**src/rtl/i2c_byte_engine.sv**
```systemverilog
// ---------------------------------------------------------------------------
// i2c_byte_engine
//
// Byte-level I2C master sequencer for a pair of open-drain pads. Each pad is a
// tristate cell whose output data is tied low, so the engine only controls the
// output enables: oe=1 pulls the line low and oe=0 releases it. Commands
// arrive on a valid/ready handshake. Each bus sequence (START, STOP,
// WRITE, READ) is built from 4-phase steps of clkdiv+1 cycles. Phase 1 of
// every step releases SCL, and the counter waits there while the target
// stretches the clock.
//
// Ports
//   clk, rst_n      system clock, asynchronous active-low reset
//   clkdiv          quarter-bit length minus one, latched at command accept
//   cmd_valid/ready command handshake (ready only in IDLE)
//   cmd             0 START, 1 STOP, 2 WRITE, 3 READ
//   cmd_wdata       byte to transmit (WRITE)
//   cmd_nack        ack bit sent after a READ (1 = NACK)
//   rsp_valid       one-cycle pulse when a WRITE or READ completes
//   rsp_rdata       last received byte
//   rsp_nack        ack bit sampled from the target after a WRITE
//   bus_owned       high between START completion and STOP completion
//   scl_oe, sda_oe  registered pad output enables (1 = drive low)
//   scl_in, sda_in  synchronised pad inputs
// ---------------------------------------------------------------------------
module i2c_byte_engine #(
    parameter int DIV_W = 16
) (
    input  logic             clk,
    input  logic             rst_n,
    input  logic [DIV_W-1:0] clkdiv,
    input  logic             cmd_valid,
    output logic             cmd_ready,
    input  logic [1:0]       cmd,
    input  logic [7:0]       cmd_wdata,
    input  logic             cmd_nack,
    output logic             rsp_valid,
    output logic [7:0]       rsp_rdata,
    output logic             rsp_nack,
    output logic             bus_owned,
    output logic             scl_oe,
    output logic             sda_oe,
    input  logic             scl_in,
    input  logic             sda_in
);

    typedef enum logic [1:0] {
        S_IDLE  = 2'd0,
        S_START = 2'd1,
        S_BIT   = 2'd2,
        S_STOP  = 2'd3
    } state_t;

    localparam logic [1:0] CMD_START = 2'd0;
    localparam logic [1:0] CMD_STOP  = 2'd1;
    localparam logic [1:0] CMD_WRITE = 2'd2;
    localparam logic [1:0] CMD_READ  = 2'd3;

    state_t           state, state_n;
    logic [1:0]       phase, phase_n;
    logic [DIV_W-1:0] cnt, cnt_n;
    logic [DIV_W-1:0] div_q, div_n;
    logic [3:0]       bit_idx, bit_n;
    logic [7:0]       sh, sh_n;          // WRITE: data to send; READ: samples
    logic             sample_q, sample_n;
    logic [1:0]       cmd_q, cmd_n;
    logic             nack_q, nack_n;
    logic             skip_q, skip_n;    // command issued without owning the bus
    logic             bus_owned_n;
    logic             rsp_valid_n;
    logic [7:0]       rsp_rdata_n;
    logic             rsp_nack_n;
    logic             scl_oe_n, sda_oe_n;
    logic             stretch_wait;
    logic             phase_done;
    logic             bit_val;

    // -----------------------------------------------------------------------
    // State register
    // -----------------------------------------------------------------------
    // NOTE: sequential state uses non-blocking assignments so every flop
    // samples the pre-edge values computed by the combinational processes.
    always_ff @(posedge clk or negedge rst_n) begin
        if (!rst_n) begin
            state     <= S_IDLE;
            phase     <= 2'd0;
            cnt       <= '0;
            div_q     <= '0;
            bit_idx   <= 4'd0;
            sh        <= 8'h00;
            sample_q  <= 1'b0;
            cmd_q     <= CMD_START;
            nack_q    <= 1'b0;
            skip_q    <= 1'b0;
            bus_owned <= 1'b0;
            rsp_valid <= 1'b0;
            rsp_rdata <= 8'h00;
            rsp_nack  <= 1'b0;
            scl_oe    <= 1'b0;
            sda_oe    <= 1'b0;
        end else begin
            state     <= state_n;
            phase     <= phase_n;
            cnt       <= cnt_n;
            div_q     <= div_n;
            bit_idx   <= bit_n;
            sh        <= sh_n;
            sample_q  <= sample_n;
            cmd_q     <= cmd_n;
            nack_q    <= nack_n;
            skip_q    <= skip_n;
            bus_owned <= bus_owned_n;
            rsp_valid <= rsp_valid_n;
            rsp_rdata <= rsp_rdata_n;
            rsp_nack  <= rsp_nack_n;
            scl_oe    <= scl_oe_n;
            sda_oe    <= sda_oe_n;
        end
    end

    // Phase 1 of every sequence releases SCL; while the target holds it low
    // the counter stays at zero and counting starts once SCL reads high.
    assign stretch_wait = (phase == 2'd1) && !scl_in;
    assign phase_done   = (cnt == div_q) && !stretch_wait;

    // -----------------------------------------------------------------------
    // Next-state logic
    // -----------------------------------------------------------------------
    // NOTE: every signal gets a default at the top of the block, so no path
    // leaves one unassigned and no latch is inferred.
    always_comb begin
        state_n     = state;
        phase_n     = phase;
        cnt_n       = cnt;
        div_n       = div_q;
        bit_n       = bit_idx;
        sh_n        = sh;
        sample_n    = sample_q;
        cmd_n       = cmd_q;
        nack_n      = nack_q;
        skip_n      = skip_q;
        bus_owned_n = bus_owned;
        rsp_valid_n = 1'b0;
        rsp_rdata_n = rsp_rdata;
        rsp_nack_n  = rsp_nack;

        if (state == S_IDLE) begin
            if (cmd_valid) begin
                div_n   = clkdiv;
                cmd_n   = cmd;
                nack_n  = cmd_nack;
                phase_n = 2'd0;
                cnt_n   = '0;
                bit_n   = 4'd0;
                sh_n    = (cmd == CMD_WRITE) ? cmd_wdata : 8'h00;
                skip_n  = (cmd != CMD_START) && !bus_owned;
                case (cmd)
                    CMD_START: state_n = S_START;
                    CMD_STOP:  state_n = S_STOP;
                    default:   state_n = S_BIT;
                endcase
            end
        end else if (skip_q) begin
            // No bus to talk on: finish in one cycle without touching the pads.
            state_n = S_IDLE;
            skip_n  = 1'b0;
            if (cmd_q == CMD_WRITE || cmd_q == CMD_READ) begin
                rsp_valid_n = 1'b1;
                rsp_nack_n  = 1'b1;
            end
        end else begin
            if (stretch_wait || cnt == div_q)
                cnt_n = '0;
            else
                cnt_n = cnt + {{(DIV_W-1){1'b0}}, 1'b1};

            if (phase_done) begin
                phase_n = phase + 2'd1;
                if (state == S_BIT && phase == 2'd2)
                    sample_n = sda_in;
                if (phase == 2'd3) begin
                    case (state)
                        S_START: begin
                            state_n     = S_IDLE;
                            bus_owned_n = 1'b1;
                        end
                        S_STOP: begin
                            state_n     = S_IDLE;
                            bus_owned_n = 1'b0;
                        end
                        default: begin
                            if (bit_idx == 4'd8) begin
                                state_n     = S_IDLE;
                                rsp_valid_n = 1'b1;
                                if (cmd_q == CMD_WRITE)
                                    rsp_nack_n = sample_q;
                                else
                                    rsp_rdata_n = sh;
                            end else begin
                                bit_n = bit_idx + 4'd1;
                                sh_n  = {sh[6:0], sample_q};
                            end
                        end
                    endcase
                end
            end
        end
    end

    // -----------------------------------------------------------------------
    // Output logic: pad enables for the upcoming cycle, derived from the
    // next phase so the registered pads switch exactly at phase boundaries.
    // -----------------------------------------------------------------------
    always_comb begin
        cmd_ready = (state == S_IDLE);
        scl_oe_n  = scl_oe;
        sda_oe_n  = sda_oe;

        // Data bit for the bit about to start (1 = released line).
        if (bit_n == 4'd8)
            bit_val = (cmd_n == CMD_WRITE) ? 1'b1 : nack_n;
        else
            bit_val = (cmd_n == CMD_WRITE) ? sh_n[7] : 1'b1;

        if (!skip_n) begin
            case (state_n)
                S_START: begin
                    case (phase_n)
                        2'd0:    sda_oe_n = 1'b0;
                        2'd1:    begin scl_oe_n = 1'b0; sda_oe_n = 1'b0; end
                        2'd2:    begin scl_oe_n = 1'b0; sda_oe_n = 1'b1; end
                        default: begin scl_oe_n = 1'b1; sda_oe_n = 1'b1; end
                    endcase
                end
                S_BIT: begin
                    case (phase_n)
                        2'd0:    begin scl_oe_n = 1'b1; sda_oe_n = !bit_val; end
                        2'd1:    scl_oe_n = 1'b0;
                        2'd2:    scl_oe_n = 1'b0;
                        default: scl_oe_n = 1'b1;
                    endcase
                end
                S_STOP: begin
                    case (phase_n)
                        2'd0:    begin scl_oe_n = 1'b1; sda_oe_n = 1'b1; end
                        2'd1:    begin scl_oe_n = 1'b0; sda_oe_n = 1'b1; end
                        default: begin scl_oe_n = 1'b0; sda_oe_n = 1'b0; end
                    endcase
                end
                default: ;
            endcase
        end
    end

endmodule

```
**config.mk**
```make
export PLATFORM = sky130hd
export DESIGN_NAME = i2c_byte_engine
export DESIGN_NICKNAME = d
export VERILOG_FILES = /design/src/rtl/i2c_byte_engine.sv
export SDC_FILE = /design/constraint.sdc
export NUM_CORES = 1
export LEC_CHECK = 0
export CELL_PAD_IN_SITES_DETAIL_PLACEMENT = 1
export CELL_PAD_IN_SITES_GLOBAL_PLACEMENT = 2
export CORE_MARGIN = 3
export CORE_UTILIZATION = 38
export DETAILED_ROUTE_END_ITERATION = 12
export PLACE_DENSITY_LB_ADDON = 0.08
export SLEW_MARGIN = 20
export SYNTH_ARGS = -nofsm -noshare
export SYNTH_HDL_FRONTEND = slang
export SYNTH_SLANG_ARGS = --single-unit
export TNS_END_PERCENT = 30
```
**constraint.sdc**
```tcl
create_clock -name clk -period 6.83 [get_ports clk]
set_clock_uncertainty 0.05 [all_clocks]
set_input_delay 1.366 -clock clk [delete_from_list [all_inputs] [get_ports clk]]
set_output_delay 1.366 -clock clk [all_outputs]
set_load 0.05 [all_outputs]
```
== Word-level counts from Yosys, hierarchy flattened ==
Index checks and enable logic that the tools add are counted.
Cells by class
  add/sub/neg operators: 3
  equal/unequal tests: 27
  multiplexer cells: 63
  bitwise gates (word level): 5
  reduce and logical (&&, ||, !) cells: 34
Operator list (number)
  $mux 16: 4
  $mux 8: 8
  $mux 4: 7
  $mux 1: 26
  $mux 2: 13
  $eq 2x2->1 const B: 11
  $add 16x1->16 const B: 1
  $eq 16x16->1: 1
  $reduce_bool 2->1: 8
  $reduce_and 7->1: 2
  $eq 2x1->1 const B: 5
  $ne 2x2->1 const B: 5
  $eq 4x4->1 const B: 2
  $logic_not 2->1: 3
  $ne 2x1->1 const B: 3
  $pmux 1 s3: 2
  $reduce_and 3->1: 2
  $reduce_and 6->1: 1
  $reduce_or 2->1: 3
  $not 1->1: 5
  $reduce_and 5->1: 1
  $add 4x1->4 const B: 1
  $logic_and 1x1->1: 4
  $logic_not 1->1: 4
  7 further kinds: 10
Storage, ports and cells
  register bits after elaboration: 66
  output and inout port bits: 14

== Longest topological paths before layout ==
Gate-level depths: netlist of the first run.
  word-level depth: 12
  depth in mapped cells: 12
  mapped depth without buffers: 11

== Least setup slack after synthesis of the first run ==
Ideal clock, no wire load.
  path type: input -> register
  start: input port cmd_valid
  end: register scl_oe
  library setup time: 0.122 ns
  arrival time: 3.171 ns
  required time: 6.658 ns
  slack: 3.487 ns
  stages on the path: 9
  buffers on the path: 2
  path through: nand2_1 > clkbuf_1 > clkbuf_1 > nand2_1 > mux2_2 > ha_1 > nand2b_1 > a2bb2oi_1 > o22a_1
Between the ends
  cells in the longest elaborated chain, start to end: 6
  elaborated cells on any way between the ends: 21
Ends and longest elaborated chain
  start: declaration: RTL line 32  | input logic cmd_valid,
  $mux 2: RTL line 148  | if (cmd_valid) begin
  $mux 2: RTL line 147  | if (state == S_IDLE) begin
  $eq 2x1->1 or $eq 2x2->1 (tied branches): RTL line 228, 236
  $reduce_or 2->1 (no line)
  $pmux 1 s2 or $mux 1 (tied branches): RTL line 228, 236
  $pmux 1 s3: RTL line 226  | case (state_n)
  end signal: assignment: RTL line 116  | scl_oe <= scl_oe_n;
  end: declaration: RTL line 41  | output logic scl_oe,
Several ways; a longest one is shown, not always the timed one.
A chain may end at the register's enable or synchronous reset.

== Worst setup path after layout of the first run ==
  start: input port cmd_valid
  end: register sda_oe
Between the ends
  cells in the longest elaborated chain, start to end: 8
  elaborated cells on any way between the ends: 34
Ends and longest elaborated chain
  $mux 2 *: RTL line 148
  $mux 2 *: RTL line 147
  via cmd_n[1]: RTL line 66  | logic [1:0] cmd_q, cmd_n;
  $eq 2x2->1 *: RTL line 221, 223
  $mux 1 (on tied branches): RTL line 223, 221
  $mux 1 *: RTL line 220  | if (bit_n == 4'd8)
  $logic_not 1->1 *: RTL line 237  | 2'd0: begin scl_oe_n = 1'b1; sda_oe_n = !bit_val; end
  $mux 1 *: RTL line 236  | case (phase_n)
  $pmux 1 s3 *: RTL line 226
  end signal: assignment: RTL line 117  | sda_oe <= sda_oe_n;
  end: declaration: RTL line 42  | output logic sda_oe,
The timed path passes the listed nets; every way through them passes the cells marked *. The select of a mux whose other input is x is not followed.

==> out/qor.csv, run 1 <==
metric,value,unit
final wirelength,8570,um
worst r2r src,state[1]$_DFF_PN0_,
Worst Setup SP,cmd_valid,
Hold Crit Class,flop to flop,
max-cap viol count,0,
synth warn,0,
Slew @ Worst Pin,0.868,ns
clk sinks,66,
RSZ-0062 raised after global routing,no,
largest fanout on the critical path,23,
Boundary Pins,46,
Pwr Density,306,mW/mm2
first-pass GRT wire length,14600,um
post-CTS setup buffers,0,
antenna violations before repair,0,
CTS Buf Count,9,
Final min period,3.78,ns
post_cts resized,0,
final worst-path cycle share,55.3,%
Mapped Cells,330,
Multi-input gate area,0.00166,mm2
Lkg Pwr,0.00201,uW
Reg2Reg Depth,8,
Chip Width,101,um
setup violators final,0,
Yosys reg bits,66,
largest net degree at the start of global routing,67,
total grt overflow,0,
IO Port Bufs,45,
Synth top area share,48.1,%
Area contributors post-synth,"dfrtp_1, mux2_2, o21ai_0",
share of layout cells above drive strength 1,14.7,%
CP Capture Type,flop,
fmax,0.265,GHz
routability cong.,0.793,
filler instances,966,
Antenna diodes,0,
largest area contributor in the netlist,dfrtp_1,
clock tree from TritonCTS,built,
detailed placement HPWL,6120,um
post-DR vias/cell,5.47,
Die ar.,0.0102,mm2
Synth Flop Type,dfrtp_1,
dpl cells,472,
FF-to-FF End,sda_oe$_DFFE_PN0P_,
Core ar.,0.00876,mm2
Setup crit start kind,input pin,
Mapped Area,0.00343,mm2
hold path start,cnt[15]$_DFFE_PN0P_,
Root Buffer,clkbuf_8,
max_slew headroom,42.0,%
clock latency on the worst-skew pair,0.35,ns
Post-DRT Antenna Nets,0,
clock transition at the registers of the reported paths,0.08,ns
Synth top cells by count,"dfrtp_1, nand2_1, o21ai_0, mux2_2, nor2_1",
sequential area share after synthesis,48.1,%
FF+latch area,0.00165,mm2
dpl ws,2.64,ns
detailed-router iteration count before antenna repair,4,
clock buffer depth,2,
H-Tree Depth,3,
Worst Setup EP,sda_oe$_DFFE_PN0P_,
P&R area growth vs syn,22.6,%
die height,101,um
initial drt markers,65,
top-count cell post-synth,dfrtp_1,
final hold violations,0,
Total Routing Usage GR,18.4,%
WL/cell,17.6,um
nets@finish,415,
distinct cell type count after synthesis,53,
"crit path setup slack, layout",3.05,ns
Worst Setup Path Type,input pin to flop,
via count of the first global-routing pass,2823,
Worst VDD drop,0.185,mV
drt drc,0,
# rows,34,
R2R Setup Slk,3.59,ns
fraction of registers with async set/reset,100,%
Post-synth EDFFs,0,
syn avg cell area,10.4,um2
hold_buf cts,0,
final cell count without fillers,488,
Slew Limit Fails,0,
"Data arrival, critical path",4.00,ns
Pwr Total,1290,uW
worst endpoint required time,7.05,ns
DP Area,0.00396,mm2
final instance area,0.00421,mm2
routed vias,2669,
syn nets,370,
Fin Setup TNS,0,ns
status,"complete, no violations",
Starting Density,39.1,%
==> report_power, final <==
group	leakage (uW)	internal (uW)	switching, uW	total, uW
combinational	0.00100	160	208	368
clock	0.000120	246	173	419
sequential	0.000885	444	54.7	499
==> worst min-delay path by stage <==
stage / end / slack (ns) / depth (start not counted)
finish: cnt[15]$_DFFE_PN0P_ / 0.45 / 1
floorplan: nack_q$_DFF_PN0_ / 0.42 / 1
CTS: cnt[15]$_DFFE_PN0P_ / 0.46 / 1
global placement: nack_q$_DFF_PN0_ / 0.43 / 1
detailed placement: rsp_rdata[7]$_DFFE_PN0P_ / 0.44 / 1
global route: rsp_rdata[7]$_DFFE_PN0P_ / 0.47 / 1
==> metal layers <==
| layer | part of all wire [%] | up-vias | global-route usage (%) | wire, um |
|---|---|---|---|---|
| li1 | - | 1289 | - | - |
| met1 | 47 | 1339 | 24.3 | 4070 |
| met2 | 49 | 32 | 30.6 | 4200 |
| met3 | 2.2 | 9 | 2.98 | 192 |
| met4 | 1.4 | 0 | 6.13 | 118 |
| met5 | 0 | - | 0 | 0 |
==> registers in the layout, summed over array words and instances, names as in the netlist <==
| register | count |
|---|---|
| bit_idx | 4 |
| bus_owned | 1 |
| cmd_q | 2 |
| cnt | 16 |
| div_q | 16 |
| nack_q | 1 |
| phase | 2 |
| rsp_nack | 1 |
| rsp_rdata | 8 |
| rsp_valid | 1 |
| sample_q | 1 |
| scl_oe | 1 |
| sda_oe | 1 |
| sh | 8 |
| skip_q | 1 |
| state | 2 |
==> placed cells by master, fill, tap and decap left out, types with 2 or more instances in the layout <==
cell             Yosys  routed
a21oi_1              6       6
a221o_1              7       7
a2bb2oi_1            3       3
a31oi_1              7       7
a41o_1               2       2
and2_1               2       2
and3_1              14      14
buf_4                1       2
bufinv_16            0       3
clkbuf_8             0       9
clkdlybuf4s50_1      0      44
dfrtp_1             66      66
ha_1                 8       8
inv_1               13      13
inv_6                0       2
mux2_2              29      29
nand2_1             33      33
nand2b_1             4       4
nand3_1              8       8
nand4_1              3       3
nor2_1              18      18
nor2b_1              4       4
nor3_1               4       4
nor3b_1              2       2
nor4_2               3       3
o211ai_1             3       3
o21a_1               2       2
o21ai_0             30      30
o22a_1               2       2
o31ai_1              4       4
xor2_1              17      17
==> area by class of cell <==
cell class	instances	share of cell area, %
clock buffer	9	2.94
inverter	13	1.16
clock inverter	7	2.94
sequential	66	39.3
multi-input combinational	238	39.5
timing repair buffer	47	10.9
tap	108	3.21
==> metrics by stage <==
step	hold WS (ns)	util, %
floorplan	0.417	-
global placement	0.432	45.2
detailed placement	0.443	45.2
CTS	0.460	48.0
global route	0.467	48.0
finish	0.454	48.0
==> kinds of logic after synthesis <==
| kind of cell | Yosys count | share of synthesized area [%] |
|---|---|---|
| flops | 66 | 48.1 |
| fa+ha+maj | 8 | 2.92 |
| compound gates | 75 | 14.6 |
| xor+xnor | 18 | 4.60 |
| simple gates | 107 | 16.6 |
| mux | 30 | 9.81 |
| buf+inv | 26 | 3.39 |
==> critical path, cell delays in order <==
cell and delay (ns):
clkdlybuf4s50_1 0.46, nand2_1 0.50, buf_4 0.39, mux2_2 0.38
nand2b_1 0.10, or2b_1 0.22, or4_1 0.40, a31oi_1 0.18
Note: power is estimated with default switching activity, not from simulation.
==> run 2, diff against run 1 <==
- CORE_UTILIZATION: 38 -> 35
- clock period: 6.83 -> 3.9 ns (I/O delays scaled with it)
==> run 2 against run 1 <==
Net effect: flip-flop and latch count unchanged; non-clock buffer count increased by 4; global-route usage fell by 1.4 points; largest cell class unchanged; largest power group unchanged; power up 66%; final cell count up 5.1%; setup slack got worse by 2.1 ns.
==> out/qor.csv, run 2 (same netlist as run 1, synthesis figures left out) <==
metric,value,unit
largest fanout on the critical path,9,
routability cong.,0.782,
final hold violations,0,
largest net degree at the start of global routing,41,
sw frac,35.1,%
max_slew headroom,37.6,%
# rows,35,
max-cap viol count,0,
initial drt markers,50,
hold_buf cts,0,
antenna violations before repair,0,
Sw Pwr,748,uW
P&R area growth vs syn,23.0,%
first-pass GRT wire length,14900,um
slowest library cell on the worst path,clkdlybuf4s50_1,
WL/cell,17.1,um
Die ar.,0.0110,mm2
Post-DRT Antenna Nets,0,
crit path cell chain,nor2_2 -> clkdlybuf4s50_1,
clock buffer depth,2,
final wirelength,8780,um
Antenna diodes,0,
Fin Setup TNS,0,ns
setup violators final,0,
detailed placement HPWL,6300,um
IO Port Bufs,45,
Worst Setup Path Type,flop to primary output,
"Data arrival, critical path",2.17,ns
Hold Crit Class,flop to flop,
share of layout cells above drive strength 1,15.4,%
fmax,0.334,GHz
Final min period,3.00,ns
RSZ-0062 raised after global routing,no,
Pwr Density,505,mW/mm2
Starting Density,36.6,%
Root Buffer,clkbuf_8,
CP Capture Type,primary output,
"commonest non-fill, non-tap cell in the layout",dfrtp_1,
Lkg Pwr,0.00200,uW
nets@finish,419,
clock share of power,28.5,%
H-Tree Depth,3,
die height,105,um
Worst path max stage delay,0.89,ns
Slew @ Worst Pin,0.936,ns
detailed-router iteration count before antenna repair,4,
dpl cells,497,
worst endpoint required time,3.07,ns
Chip Width,105,um
final worst-path cycle share,76.9,%
R2R Setup Slk,0.93,ns
filler instances,1070,
clk sinks,66,
Total Routing Usage GR,17.0,%
clock latency on the worst-skew pair,0.35,ns
Largest regs,"cnt x16, div_q x16",
status,"complete, no violations",
Slew Limit Fails,0,
Core ar.,0.00937,mm2
Setup crit start kind,flop,
CTS Buf Count,9,
drt drc,0,
post_cts resized,0,
Worst VDD drop,0.218,mV
via count of the first global-routing pass,2925,
clock tree from TritonCTS,built,
routed vias,2709,
clock transition at the registers of the reported paths,0.08,ns
Gate power share,30.6,%
total grt overflow,0,
Pint,1380,uW
"commonest cells after routing, fill and taps aside","dfrtp_1, clkdlybuf4s50_1, nand2_1, o21ai_0, mux2_2",
post-DR vias/cell,5.28,
Boundary Pins,46,
post-CTS setup buffers,0,
Flop pwr share,40.8,%
final cell count without fillers,513,
-- run 2: changes by cell type in the layout (fill, tap and decap cells not counted), sizes merged --
cell / before / now
buf: 3 / 7
bufinv: 3 / 1
clkbuf: 9 / 11
clkinvlp: 1 / 2
inv: 15 / 14
-- run 2: critical path: cells and delay by family (launching register included) --
kind | cells | cell delay [ns]
buffers and inverters | 1 | 0.89
AND/OR/NAND/NOR | 1 | 0.43
flip-flops | 1 | 0.50
-- run 2: final timing paths --
path                                                  to  cells after the start           startpoint
worst min register to register        scl_oe$_DFFE_PN0P_                      1   scl_oe$_DFFE_PN0P_
worst max-delay path                           cmd_ready                      2   state[1]$_DFF_PN0_
worst min-delay path                  scl_oe$_DFFE_PN0P_                      1   scl_oe$_DFFE_PN0P_
min in group asynchronous       rsp_rdata[4]$_DFFE_PN0P_                      1                rst_n
worst max register to register        sda_oe$_DFFE_PN0P_                      9  cnt[11]$_DFFE_PN0P_
max in group asynchronous            cnt[12]$_DFFE_PN0P_                      2                rst_n
-- run 2: power by group through the flow --
stage                     sequential (uW)  combinational [uW]  clock, uW
after global routing                  887                 746        657
final                                 870                 654        609
after CTS                             873                 664        628
after floorplan                       903                 429          0
after detailed placement              885                 661          0
after global placement                884                 654          0
-- run 2: cell type report --
type,instances,area [um2],share of cell area [%]
Clock buffer,11,141,3.35
Clock inverter,5,62.6,1.48
Inverter,13,48.8,1.16
Multi-Input combinational cell,238,1660,39.4
Sequential cell,66,1650,39.1
Tap cell,129,161,3.83
Timing Repair Buffer,51,490,11.6
-- run 2: routing by layer --
layer | vias to the layer above | routed length [um] | GRT usage (%)
met4 | 0 | 94 | 5.06
met2 | 39 | 4200 | 28.1
li1 | 1291 | - | -
met3 | 8 | 264 | 3.40
met5 | - | 0 | 0
met1 | 1371 | 4230 | 22.4
-- run 2: stage by stage --
step | total power [uW] | utilization (%) | cell area (um2) | setup slack (ns) | hold slack (ns)
6_report | 2130 | 45.0 | 4220 | 0.903 | 0.446
5_1_grt | 2290 | 45.0 | 4220 | 0.598 | 0.476
4_1_cts | 2160 | 45.0 | 4220 | 0.891 | 0.456
3_5_place_dp | 1550 | 42.8 | 4020 | 0.578 | 0.433
3_3_place_gp | 1540 | 42.8 | 4020 | 0.653 | 0.425
2_1_floorplan | 1330 | - | 3430 | 0.946 | 0.417
==> run 3, diff against run 2 <==
- clock period: 3.9 -> 2.9 ns (I/O delays scaled with it)
==> run 3 against run 2 <==
Net effect: register-to-register slack lost 0.70 ns; sequential power grew 36%; global-route usage grew 0.44 points; largest power group unchanged; highest routed layer unchanged.
==> out/qor.csv, run 3 (same netlist as run 1, synthesis figures left out) <==
metric,value,unit
max-cap viol count,0,
final worst-path cycle share,91.9,%
H-Tree Depth,3,
max_slew headroom,56.5,%
first-pass GRT wire length,15200,um
largest net degree at the start of global routing,27,
Largest regs,"cnt x16, div_q x16",
Hold Crit Class,input pin to async pin,
Slew @ Worst Pin,0.647,ns
Total Routing Usage GR,17.4,%
dpl ws,0.0742,ns
"commonest cells after routing, fill and taps aside","dfrtp_1, clkdlybuf4s50_1, nand2_1, o21ai_0, mux2_2",
post-DR vias/cell,5.30,
Setup crit start kind,flop,
R2R Setup Slk,0.23,ns
Boundary Pins,46,
status,"complete, no violations",
final wirelength,8890,um
worst endpoint required time,3.08,ns
post_cts resized,0,
Die ar.,0.0110,mm2
largest fanout on the critical path,6,
Fin Setup TNS,0,ns
via count of the first global-routing pass,2960,
clock tree from TritonCTS,built,
Lkg Pwr,0.00207,uW
CP Capture Type,flop,
Worst Setup Path Type,flop to flop,
detailed-router iteration count before antenna repair,4,
# rows,35,
clock buffer depth,2,
initial drt markers,55,
Reg2Reg Depth,9,
detailed placement HPWL,6580,um
clock latency on the worst-skew pair,0.35,ns
post-CTS setup buffers,0,
Antenna diodes,0,
FF-to-FF End,scl_oe$_DFFE_PN0P_,
IO Port Bufs,45,
CTS Buf Count,9,
P&R area growth vs syn,26.7,%
antenna violations before repair,0,
fmax,0.375,GHz
routed vias,2773,
clk sinks,66,
nets@finish,429,
Slew Limit Fails,0,
Post-DRT Antenna Nets,0,
die height,105,um
"commonest non-fill, non-tap cell in the layout",dfrtp_1,
drt drc,0,
RSZ-0062 raised after global routing,no,
clock transition at the registers of the reported paths,0.09,ns
Worst VDD drop,0.313,mV
Chip Width,105,um
share of layout cells above drive strength 1,18.3,%
"crit path setup slack, layout",0.234,ns
routability cong.,0.778,
Starting Density,36.6,%
final hold violations,0,
WL/cell,17.0,um
setup violators final,0,
total grt overflow,0,
worst r2r src,cnt[5]$_DFFE_PN0P_,
Core ar.,0.00937,mm2
Pwr Density,683,mW/mm2
Root Buffer,clkbuf_8,
"Data arrival, critical path",2.85,ns
Final min period,2.67,ns
hold_buf cts,0,
run 3: worst max path at each step:
| stage | end | slack, ns | from | cells past startpoint |
|---|---|---|---|---|
| 2_1_floorplan | scl_oe$_DFFE_PN0P_ | 0.14 | state[1]$_DFF_PN0_ | 11 |
| 3_3_place_gp | sda_oe$_DFFE_PN0P_ | 0.12 | scl_in | 8 |
| 3_5_place_dp | scl_oe$_DFFE_PN0P_ | 0.07 | scl_in | 9 |
| 4_1_cts | scl_oe$_DFFE_PN0P_ | 0.16 | cnt[9]$_DFFE_PN0P_ | 10 |
| 5_1_grt | sda_oe$_DFFE_PN0P_ | 0.01 | cnt[1]$_DFFE_PN0P_ | 9 |
| 6_report | scl_oe$_DFFE_PN0P_ | 0.23 | cnt[5]$_DFFE_PN0P_ | 9 |
run 3: routing by layer:
layer / vias to the layer above / GRT usage [%] / part of all wire (%)
met2: 49 / 29.1 / 48
li1: 1308 / - / -
met3: 9 / 3.27 / 3.9
met1: 1407 / 22.8 / 46
met5: - / 0 / 0
met4: 0 / 5.62 / 1.3
run 3: report_power, final:
part | switching, uW | internal (uW) | leakage [uW]
Combinational | 497 | 430 | 0.00109
Sequential | 129 | 1050 | 0.000883
Clock | 384 | 482 | 0.000105
Total | 1010 | 1960 | 0.00207
run 3: final cells by class:
class                           count  area [um2]
Clock buffer                        9         124
Clock inverter                      7        93.8
Fill cell                        1058        5030
Inverter                           13        48.8
Multi-Input combinational cell    238        1670
Sequential cell                    66        1650
Tap cell                          129         161
Timing Repair Buffer               61         591
run 3: worst max-delay path: stages (launching register included):
cell and delay, ns:
dfrtp_1 0.44, xor2_1 0.17, nor4_2 0.38, and4_4 0.32
nand2_1 0.13, mux2_2 0.32, ha_1 0.23, nand2b_1 0.16
a2bb2oi_1 0.17, o22a_1 0.19
run 3: through the flow:
stage	util [%]	cell area (um2)	hold slack (ns)	cells	total power (uW)
final	46.4	4350	0.181	523	2970
after detailed placement	44.0	4120	0.446	507	2130
after global placement	44.0	4120	0.437	507	2110
after CTS	46.3	4340	0.195	523	3010
after global routing	46.4	4350	0.221	523	3190
after floorplan	-	3440	0.234	330	1790
